<file path="src/rtl/spi_evt_pkg.sv">
// Shared types and default constants for the SPI event reader.
// Holds the command FSM state encoding, the default command bytes and the STAT saturation helper.
package spi_evt_pkg;

   typedef enum logic [1:0] {
      ST_IDLE  = 2'd0,
      ST_STAT  = 2'd1,
      ST_DATA  = 2'd2,
      ST_OTHER = 2'd3
   } state_t;

   localparam logic [7:0] SPI_CMD_READ  = 8'hF5;
   localparam logic [7:0] SPI_CMD_FLUSH = 8'hF6;
   localparam logic [7:0] SPI_FILL      = 8'hFF;

   // A full 256-entry FIFO cannot be reported in one byte, so clamp it.
   function automatic logic [7:0] sat8(input logic [8:0] v);
      return v[8] ? 8'hFF : v[7:0];
   endfunction

endpackage

</file>
<file path="src/rtl/spi_evt_reader_fifo_sync.sv">
// Synchronous byte FIFO (module fifo_sync) with push/pop/flush and a look-ahead head.
// o_head_next/o_empty_next give the head as it will be after this edge, so the reader can register it.
module fifo_sync #(
   parameter int DEPTH = 16
) (
   input  logic                    clk,
   input  logic                    rst,
   input  logic                    i_push,
   input  logic [7:0]              i_wdata,
   input  logic                    i_pop,
   input  logic                    i_flush,
   output logic                    o_ready,
   output logic [$clog2(DEPTH):0]  o_level,
   output logic [7:0]              o_head_next,
   output logic                    o_empty_next
);
   localparam int AW = $clog2(DEPTH);
   localparam logic [AW:0] FULL_LVL = (AW+1)'(DEPTH);

   logic [7:0]    r_mem [DEPTH];
   logic [AW-1:0] r_wr_ptr;
   logic [AW-1:0] r_rd_ptr;
   logic [AW-1:0] w_rd_inc;
   logic [AW:0]   r_level;
   logic [AW:0]   w_level_next;
   logic          r_ready;
   logic          w_empty;
   logic          w_push_ok;
   logic          w_pop_ok;

   assign w_empty   = (r_level == '0);
   assign w_push_ok = i_push & r_ready & ~i_flush;
   assign w_pop_ok  = i_pop & ~w_empty & ~i_flush;
   assign w_rd_inc  = r_rd_ptr + AW'(1);

   always_comb begin
      w_level_next = r_level;
      if (i_flush)
         w_level_next = '0;
      else if (w_push_ok && !w_pop_ok)
         w_level_next = r_level + (AW+1)'(1);
      else if (w_pop_ok && !w_push_ok)
         w_level_next = r_level - (AW+1)'(1);
   end

   // Head after this edge: a byte pushed into an empty (or emptying) FIFO becomes the head at once.
   always_comb begin
      o_head_next = r_mem[r_rd_ptr];
      if (w_pop_ok) begin
         if (r_level > (AW+1)'(1))
            o_head_next = r_mem[w_rd_inc];
         else
            o_head_next = i_wdata;
      end else if (w_empty) begin
         o_head_next = i_wdata;
      end
   end

   assign o_empty_next = (w_level_next == '0);

   always_ff @(posedge clk) begin
      if (w_push_ok)
         r_mem[r_wr_ptr] <= i_wdata;
   end

   always_ff @(posedge clk) begin
      if (rst) begin
         r_wr_ptr <= '0;
         r_rd_ptr <= '0;
         r_level  <= '0;
         r_ready  <= 1'b1;
      end else begin
         if (i_flush) begin
            r_wr_ptr <= '0;
            r_rd_ptr <= '0;
         end else begin
            if (w_push_ok)
               r_wr_ptr <= r_wr_ptr + AW'(1);
            if (w_pop_ok)
               r_rd_ptr <= w_rd_inc;
         end
         r_level <= w_level_next;
         r_ready <= (w_level_next != FULL_LVL);
      end
   end

   assign o_level = r_level;
   assign o_ready = r_ready;

endmodule

</file>
<file path="src/rtl/spi_evt_reader.sv">
// Host-readable event queue: answers a read command with a level byte then queued event bytes.
// Define SPI_EVT_IRQ_EN to build the pending-data interrupt; otherwise irq is tied low.
module spi_evt_reader
   import spi_evt_pkg::*;
#(
   parameter int         DEPTH     = 16,
   parameter logic [7:0] CMD_READ  = SPI_CMD_READ,
   parameter logic [7:0] CMD_FLUSH = SPI_CMD_FLUSH,
   parameter logic [7:0] FILL      = SPI_FILL
) (
   input  logic                    clk,
   input  logic                    rst,
   input  logic [7:0]              pw_wdata,
   input  logic                    pw_wcmd,
   input  logic                    pw_wstb,
   input  logic                    pw_end,
   output logic [7:0]              usr_miso_data,
   input  logic                    usr_miso_ack,
   input  logic [7:0]              evt_data,
   input  logic                    evt_valid,
   output logic                    evt_ready,
   output logic [$clog2(DEPTH):0]  level,
   output logic                    irq
);
   state_t                  r_state;
   state_t                  w_state_next;
   logic [7:0]              r_cmd;
   logic [7:0]              w_cmd_next;
   logic [7:0]              r_miso;
   logic [7:0]              w_miso_next;
   logic                    w_cmd_acc;
   logic                    w_pop;
   logic                    w_flush;
   logic [$clog2(DEPTH):0]  w_level;
   logic [7:0]              w_head_next;
   logic                    w_empty_next;
   logic                    w_ready;

   fifo_sync #(.DEPTH(DEPTH)) u_fifo (
      .clk          (clk),
      .rst          (rst),
      .i_push       (evt_valid),
      .i_wdata      (evt_data),
      .i_pop        (w_pop),
      .i_flush      (w_flush),
      .o_ready      (w_ready),
      .o_level      (w_level),
      .o_head_next  (w_head_next),
      .o_empty_next (w_empty_next)
   );

   // CS rise takes priority over a command strobe landing in the same cycle.
   assign w_cmd_acc = pw_wstb & pw_wcmd & ~pw_end;

   always_ff @(posedge clk) begin
      if (rst) begin
         r_state <= ST_IDLE;
         r_cmd   <= '0;
         r_miso  <= FILL;
      end else begin
         r_state <= w_state_next;
         r_cmd   <= w_cmd_next;
         r_miso  <= w_miso_next;
      end
   end

   always_comb begin
      w_state_next = r_state;
      w_cmd_next   = r_cmd;
      if (pw_end) begin
         w_state_next = ST_IDLE;
      end else if (w_cmd_acc) begin
         w_cmd_next   = pw_wdata;
         w_state_next = (pw_wdata == CMD_READ) ? ST_STAT : ST_OTHER;
      end else if (r_state == ST_STAT && usr_miso_ack) begin
         w_state_next = ST_DATA;
      end
   end

   // Only an ack removes a byte, so an aborted read never loses data that was not shifted out.
   always_comb begin
      w_pop   = (r_state == ST_DATA) && usr_miso_ack;
      w_flush = pw_end && (r_state == ST_OTHER) && (r_cmd == CMD_FLUSH);
      case (w_state_next)
         ST_STAT: w_miso_next = w_cmd_acc ? sat8(9'(w_level)) : r_miso;
         ST_DATA: w_miso_next = w_empty_next ? FILL : w_head_next;
         default: w_miso_next = FILL;
      endcase
   end

   assign usr_miso_data = r_miso;
   assign evt_ready     = w_ready;
   assign level         = w_level;

`ifdef SPI_EVT_IRQ_EN
   logic r_irq;
   always_ff @(posedge clk) begin
      if (rst)
         r_irq <= 1'b0;
      else
         r_irq <= ~w_empty_next;
   end
   assign irq = r_irq;
`else
   assign irq = 1'b0;
`endif

endmodule

</file>
<file path="config.mk">
export PLATFORM = sky130hd
export DESIGN_NAME = spi_evt_reader
export DESIGN_NICKNAME = d
export VERILOG_FILES = /design/src/rtl/spi_evt_pkg.sv /design/src/rtl/spi_evt_reader_fifo_sync.sv /design/src/rtl/spi_evt_reader.sv
export SDC_FILE = /design/constraint.sdc
export NUM_CORES = 1
export LEC_CHECK = 0
export ABC_AREA = 1
export BUFFER_PORTS_ARGS = -buffer_cell sky130_fd_sc_hd__buf_2
export CAP_MARGIN = 10
export CORE_MARGIN = 10
export CORE_UTILIZATION = 30
export CTS_BUF_LIST = sky130_fd_sc_hd__clkbuf_16
export DETAILED_ROUTE_END_ITERATION = 8
export GPL_ROUTABILITY_DRIVEN = 0
export PLACE_DENSITY = 0.55
export SETUP_SLACK_MARGIN = 0.2
export SLEW_MARGIN = 20
export SYNTH_ARGS = -nofsm -noshare
export SYNTH_HDL_FRONTEND = slang
export SYNTH_SLANG_ARGS = --single-unit
</file>
<file path="constraint.sdc">
create_clock -name clk -period 2.9 [get_ports clk]
set_input_delay 0.58 -clock clk [delete_from_list [all_inputs] [get_ports clk]]
set_output_delay 0.58 -clock clk [all_outputs]
set_load 0.03 [all_outputs]
</file>
* Yosys cells after proc, flatten, opt, wreduce, memory -nomap -nowiden
Memories as Yosys holds them, arrays and structs flattened. A register that Yosys moved wholly into a read port is not among the register bits.
Index checks and enable logic that the tools add are counted.
** Storage, ports and cells
- Register bits after elaboration :: 32
- Bits in latches :: 0
- RAM bits :: 128
- Memory bits (read-only) :: 0
- Input port bits :: 23
- Output and inout port bits :: 15
- Word-level logic and storage cells :: 60
- Memories kept :: 1
** Memory list
- u_fifo.r_mem :: words 16, bits a word 8, read ports 2, clocked after memory_dff 1, wr ports 1, RTL line spi_evt_reader_fifo_sync.sv:20 : logic [7:0] r_mem [DEPTH];
** Cells by class
- Add/sub/neg operators :: 4
- Multiply operators :: 0
- Divide/modulo/power cells :: 0
- Order comparisons :: 1
- Eq/ne operators :: 9
- Shift operators :: 0
- Muxes and demuxes :: 17
- Bitwise operators :: 9
- Reductions and logical operators :: 12
** Operator list (count)
- 2-to-1 mux 8 bit :: 5
- == test 8 bit (second input constant) :: 2
- one-hot mux 8 bit (2 select lines) :: 1
- 2-to-1 mux 5 bit :: 3
- logical NOT 5 bit :: 2
- adder 4 x 1 -> 4 bit (second input constant) :: 2
- 2-to-1 mux 2 bit :: 4
- 2-to-1 mux 4 bit :: 2
- bitwise AND 1 bit :: 6
- == test 2 bit (second input constant) :: 3
- logical AND 1 bit :: 6
- adder 5 x 1 -> 5 bit (second input constant) :: 1
- > comparator 5 x 1 -> 1 bit (second input constant) :: 1
- != test 5 bit (second input constant) :: 1
- subtractor 5 x 1 -> 5 bit (second input constant) :: 1
- == test 2 x 1 -> 1 bit (second input constant) :: 2
- inverter 1 bit :: 3
- logical NOT 1 bit :: 2
- 2-to-1 mux 1 bit :: 2
- != test 2 bit (second input constant) :: 1
- AND reduction 2 bit :: 1
- OR reduction 2 bit :: 1

* Logic depth before layout (Yosys ltp)
- Depth after elaboration :: 13
- Gate-level depth with buffers :: 16
- Depth with buffers taken out :: 16

* By module
A second synthesis with hierarchy kept.
** Unflattened totals
- Cells, all modules :: 986
- Area total of the unflattened synthesis :: 8548.2 sq um
** By module, submodules not included
- fifo_sync :: times used 1, cells each 857, area each 7666.1 sq um, sequential area each 4204.0 sq um
- spi_evt_reader :: times used 1, cells each 129, area each 882.1 sq um, sequential area each 360.3 sq um

* Least setup slack after synthesis
Ideal clock, no wire load.
- Path type :: input port to flip-flop
- From :: input port pw_end
- To :: register r_miso[2], in the netlist usr_miso_data[2]
- Setup time :: 115 ps
- Arrival time :: 2145 ps
- Data required time :: 2785 ps
- Path slack :: 640 ps
- Cell stages on the path :: 13
- Path buffers :: 2
- Cell sequence :: inv_1 nand3_1 clkbuf_1 nand2_1 nand2_1 a31oi_1 inv_1 ha_1 nand2_1 clkbuf_1 or2_2 a21oi_1 nand2_1
** Between the ends
- Elaborated cells between the ends (all ways) :: 23
- Those cells by class :: eq/ne: 3; mux: 8; bitwise: 5; reduce/logical: 7
** RTL lines
- from (decl) :: RTL line spi_evt_reader.sv:16 : input logic pw_end,
- inverter 1 bit (no line)
- bitwise AND 1 bit :: RTL line spi_evt_reader.sv:53 : assign w_cmd_acc = pw_wstb & pw_wcmd & ~pw_end;
- 2-to-1 mux 2 bit :: RTL line spi_evt_reader.sv:72 : end else if (w_cmd_acc) begin
- 2-to-1 mux 2 bit (*) :: RTL line spi_evt_reader.sv:70 : if (pw_end) begin
- net w_state_next[1] :: RTL line spi_evt_reader.sv:26 : state_t w_state_next;
- == test 2 bit or == test 2 x 1 -> 1 bit (tied branches) :: RTL line spi_evt_reader.sv:84 : case (w_state_next)
- one-hot mux 8 bit (2 select lines) or != test 2 bit (tied branches)
- to (signal assigned) :: RTL line spi_evt_reader.sv:63 : r_miso <= w_miso_next;
- to (decl) :: RTL line spi_evt_reader.sv:29 : logic [7:0] r_miso;
Mark *: on every way through the listed nets, which the timed path passes. The rest lies on a longest branch.
A chain may end at the register's enable or synchronous reset.

* Worst setup path in the final report
- From :: register u_fifo.r_rd_ptr[0]
- To :: register r_miso[0], in the netlist usr_miso_data[0]
** Between the ends
- Cells in the longest elaborated chain, start to end :: 6
** RTL lines
- from (decl) :: RTL line spi_evt_reader_fifo_sync.sv:22 : logic [AW-1:0] r_rd_ptr;
- from (signal assigned) :: RTL line spi_evt_reader_fifo_sync.sv:80 : r_rd_ptr <= w_rd_inc;
- adder 4 x 1 -> 4 bit :: RTL line spi_evt_reader_fifo_sync.sv:34 : assign w_rd_inc = r_rd_ptr + AW'(1);
- memory read (16 x 8 bit)
- 2-to-1 mux 8 bit :: RTL line spi_evt_reader_fifo_sync.sv:50 : if (r_level > (AW+1)'(1))
- 2-to-1 mux 8 bit :: RTL line spi_evt_reader_fifo_sync.sv:49 : if (w_pop_ok) begin
- 2-to-1 mux 8 bit :: RTL line spi_evt_reader.sv:86 : ST_DATA: w_miso_next = w_empty_next ? FILL : w_head_next;
- one-hot mux 8 bit (2 select lines) :: RTL line spi_evt_reader.sv:84
No other way between the ends.

==> metrics <==
Final Core Density=0.3438; # Max-Cap Violations=0; Placed Area=between 9000 and 10,000 um2; Placement Setup Slack=approximately 180 ps; Leakage=4.060 nW; CP most frequent cell=nand2_1; drt drc=0; First-pass DRT Iterations=6; Synth Register Bits=around 160; Initial Util=0.3023; cell area power density=about 540 nW/um2; Final Hold Fails=0; H-tree levels=4; Slew headroom=0.4314; die area=roughly 37,000 um2; Power Total=between 5 and 6 mW; Least-Margin Pin Slew=852.9 ps; distinct cell type count of the synthesized netlist=37; Mapped Nets=1,090; GRT overflow=0; RSZ-0062 raised after global routing=false; Sink Count=around 160; Area growth syn-to-layout=13.73%; Num CTS Buffers=17; DRT iter0 DRCs=830; Clock Tree Buf Depth=2; # nets final=~1.1k; FMAX=around 420 MHz; Layout Skew=around 10 ps; PostCTS Resize Cnt=0; Peak VDD IR=approximately 0.42 mV; Die Ht=slightly below 200 um; routed wire length=around 27,000 um; Post-synth EDFFs=between 100 and 150; CP delay by family, top=simple AND/OR/NAND/NOR gates; critical-path maximum fanout=45; total negative slack=0 ps; root buf cell=clkbuf_16; Crit path required time=between 3000 and 4000 ps; I/O Buffers=36; synth warn=0; endpoints failing setup=0; drt wl/cell=about 18 um; clk_lat worst skew=roughly 440 ps; core area=approximately 29,000 um2; mapped cell area=around 8900 um2; post-synthesis sequential area ratio=0.5121; post-route ant nets=0; vias in the first global route=6,803; vias per cell=slightly below 5; crit-path max cell delay=400 ps; WP buf/inv=2; WP data arrival=about 2700 ps; post-synthesis area per instance=approximately 8.4 um2; post-route cell area=between 10,000 and 15,000 um2; Hold Crit Class=input port to flip-flop; Post-DP HPWL=17,850 um; fin crit share=0.8152; largest net degree at the start of global routing=between 80 and 90; ys async rst share=0; initial antenna violation count=0; fraction of layout cells with a size suffix above 1=0.1301; Post-synth top flop=edfxtp_1; CTS hold repair buffers=0; slowest stage cell, crit path=buf_4; CTS tree=built; Pins Over Slew Limit=0; Tot GR Track Use=0.1448; die width=between 150 and 200 um; postcts setup bufs=0; via count=between 7k and 8k; critical path type=flip-flop to flip-flop; status=finished clean; top-level I/O count=38; synthesized instance count=1,056; setup ws final=535.8 ps; cells along the critical path=buf_4, nand3_2, xnor2_4, inv_2, nand3_1, nand2_1, nand2_1, nand3_1, nand2_1, nand2_1, nand2_1, nand2_1; Std-Cell Rows=between 60 and 70; Worst setup EP type=flip-flop; antenna cells=0; fin crit period=between 2000 and 2500 ps; first-pass GRT wire length=approximately 41,000 um; Startpoint Class=flip-flop; Clk pin slew, worst setup/hold paths=approximately 70 ps
==> where the power goes <==
| group | internal, mW | leakage [nW] | total (mW) | switching (mW) |
|---|---|---|---|---|
| combinational | 0.181 | 2.31 | 0.608 | 0.427 |
| sequential | 2.58 | 1.45 | 2.60 | 0.0256 |
| clock | 1.28 | 0.294 | 2.28 | 1.00 |
==> routing by layer <==
layer	GRT usage	vias up	routed length [um]
li1	-	3606	-
met1	0.1885	3516	11460
met2	0.2298	281	12590
met3	0.02927	43	1890
met4	0.05993	0	774
met5	0	-	0
==> cells in the mapped netlist, types with 7 or more instances <==
| cell | count | area (um2) |
|---|---|---|
| a21oi_1 | 44 | 220.2 |
| buf_2 | 25 | 125.1 |
| clkbuf_1 | 15 | 56.30 |
| dfxtp_1 | 36 | 720.7 |
| edfxtp_1 | 128 | 3844 |
| ha_1 | 11 | 137.6 |
| inv_1 | 128 | 480.5 |
| nand2_1 | 278 | 1044 |
| nand3_1 | 143 | 715.7 |
| nand3_2 | 7 | 70.07 |
| nor2_1 | 53 | 198.9 |
| o211ai_1 | 55 | 412.9 |
| o21ai_0 | 65 | 325.3 |
| or2_2 | 11 | 68.82 |
==> worst reg2reg max path, cell delays in order (launching register included) <==
cell and delay (ps):
dfxtp_4 370, buf_4 400, nand3_2 200, xnor2_4 390, inv_2 210, nand3_1 180
nand2_1 70, nand2_1 50, nand3_1 80, nand2_1 130, nand2_1 70, nand2_1 60
nand2_1 40
==> final cells by class <==
class,instances,area [um2]
clock buffers,17,425.4
clock inverters,15,156.4
fillers,3063,19340
inverters,139,526.8
multi-input cells,697,3485
flip-flops and latches,164,4569
well taps,390,488.0
repair buffers,75,485.5
==> state kept, by name, summed over array words and instances, names as in the netlist, named ones only <==
name and flops:
u_fifo.r_rd_ptr 4, r_cmd 8, u_fifo.r_wr_ptr 4, u_fifo.o_level 5, usr_miso_data 8, r_state 2
u_fifo.r_mem 128, u_fifo.o_ready 1
==> cells in the final DEF (no fill, tap or decap), drive strengths merged <==
cell type,instances
inv,141
nand4,4
clkinvlp,1
conb,1
o21ai,65
ha,11
a211oi,4
xnor2,4
or2,11
buf,75
edfxtp,128
a21oi,45
and3,1
clkinv,10
dfxtp,36
a31oi,4
nand3,150
clkbuf,17
nor4,1
bufinv,2
nor2,56
nor3,1
nand2,284
o211ai,55
==> final timing paths <==
path | startpoint | endpoint | slack [ps] | depth (start not counted)
max reg2reg | u_fifo.r_rd_ptr[0]$_SDFFE_PP0N_ | usr_miso_data[0]$_SDFFE_PP1P_ | 540 | 12
max | u_fifo.r_rd_ptr[0]$_SDFFE_PP0N_ | usr_miso_data[0]$_SDFFE_PP1P_ | 540 | 12
min | pw_wdata[1] | r_cmd[1]$_SDFFE_PP0P_ | 400 | 3
min reg2reg | r_cmd[3]$_SDFFE_PP0P_ | r_cmd[3]$_SDFFE_PP0P_ | 460 | 2
==> cells by family (layout without fill, tap and decap cells) <==
kind of cell,count (synthesis),in the layout,share of synthesized area
AOI/OAI and AO/OA,173,173,0.1162
xor gates and xnor gates,4,4,0.008143
adders and majority gates,11,11,0.01544
buffers and inverters,195,246,0.09687
DFF,164,164,0.5121
other,1,1,0.0004208
and+or+nand+nor,508,508,0.2507
==> per-stage QoR <==
stage	hold WS, ps	cells
6_report	403.4	1497
5_1_grt	412.8	1497
4_1_cts	393.2	1497
3_5_place_dp	448.8	1465
3_3_place_gp	442.0	1465
2_1_floorplan	428.8	1056
Note: power is estimated with default switching activity, not from simulation.
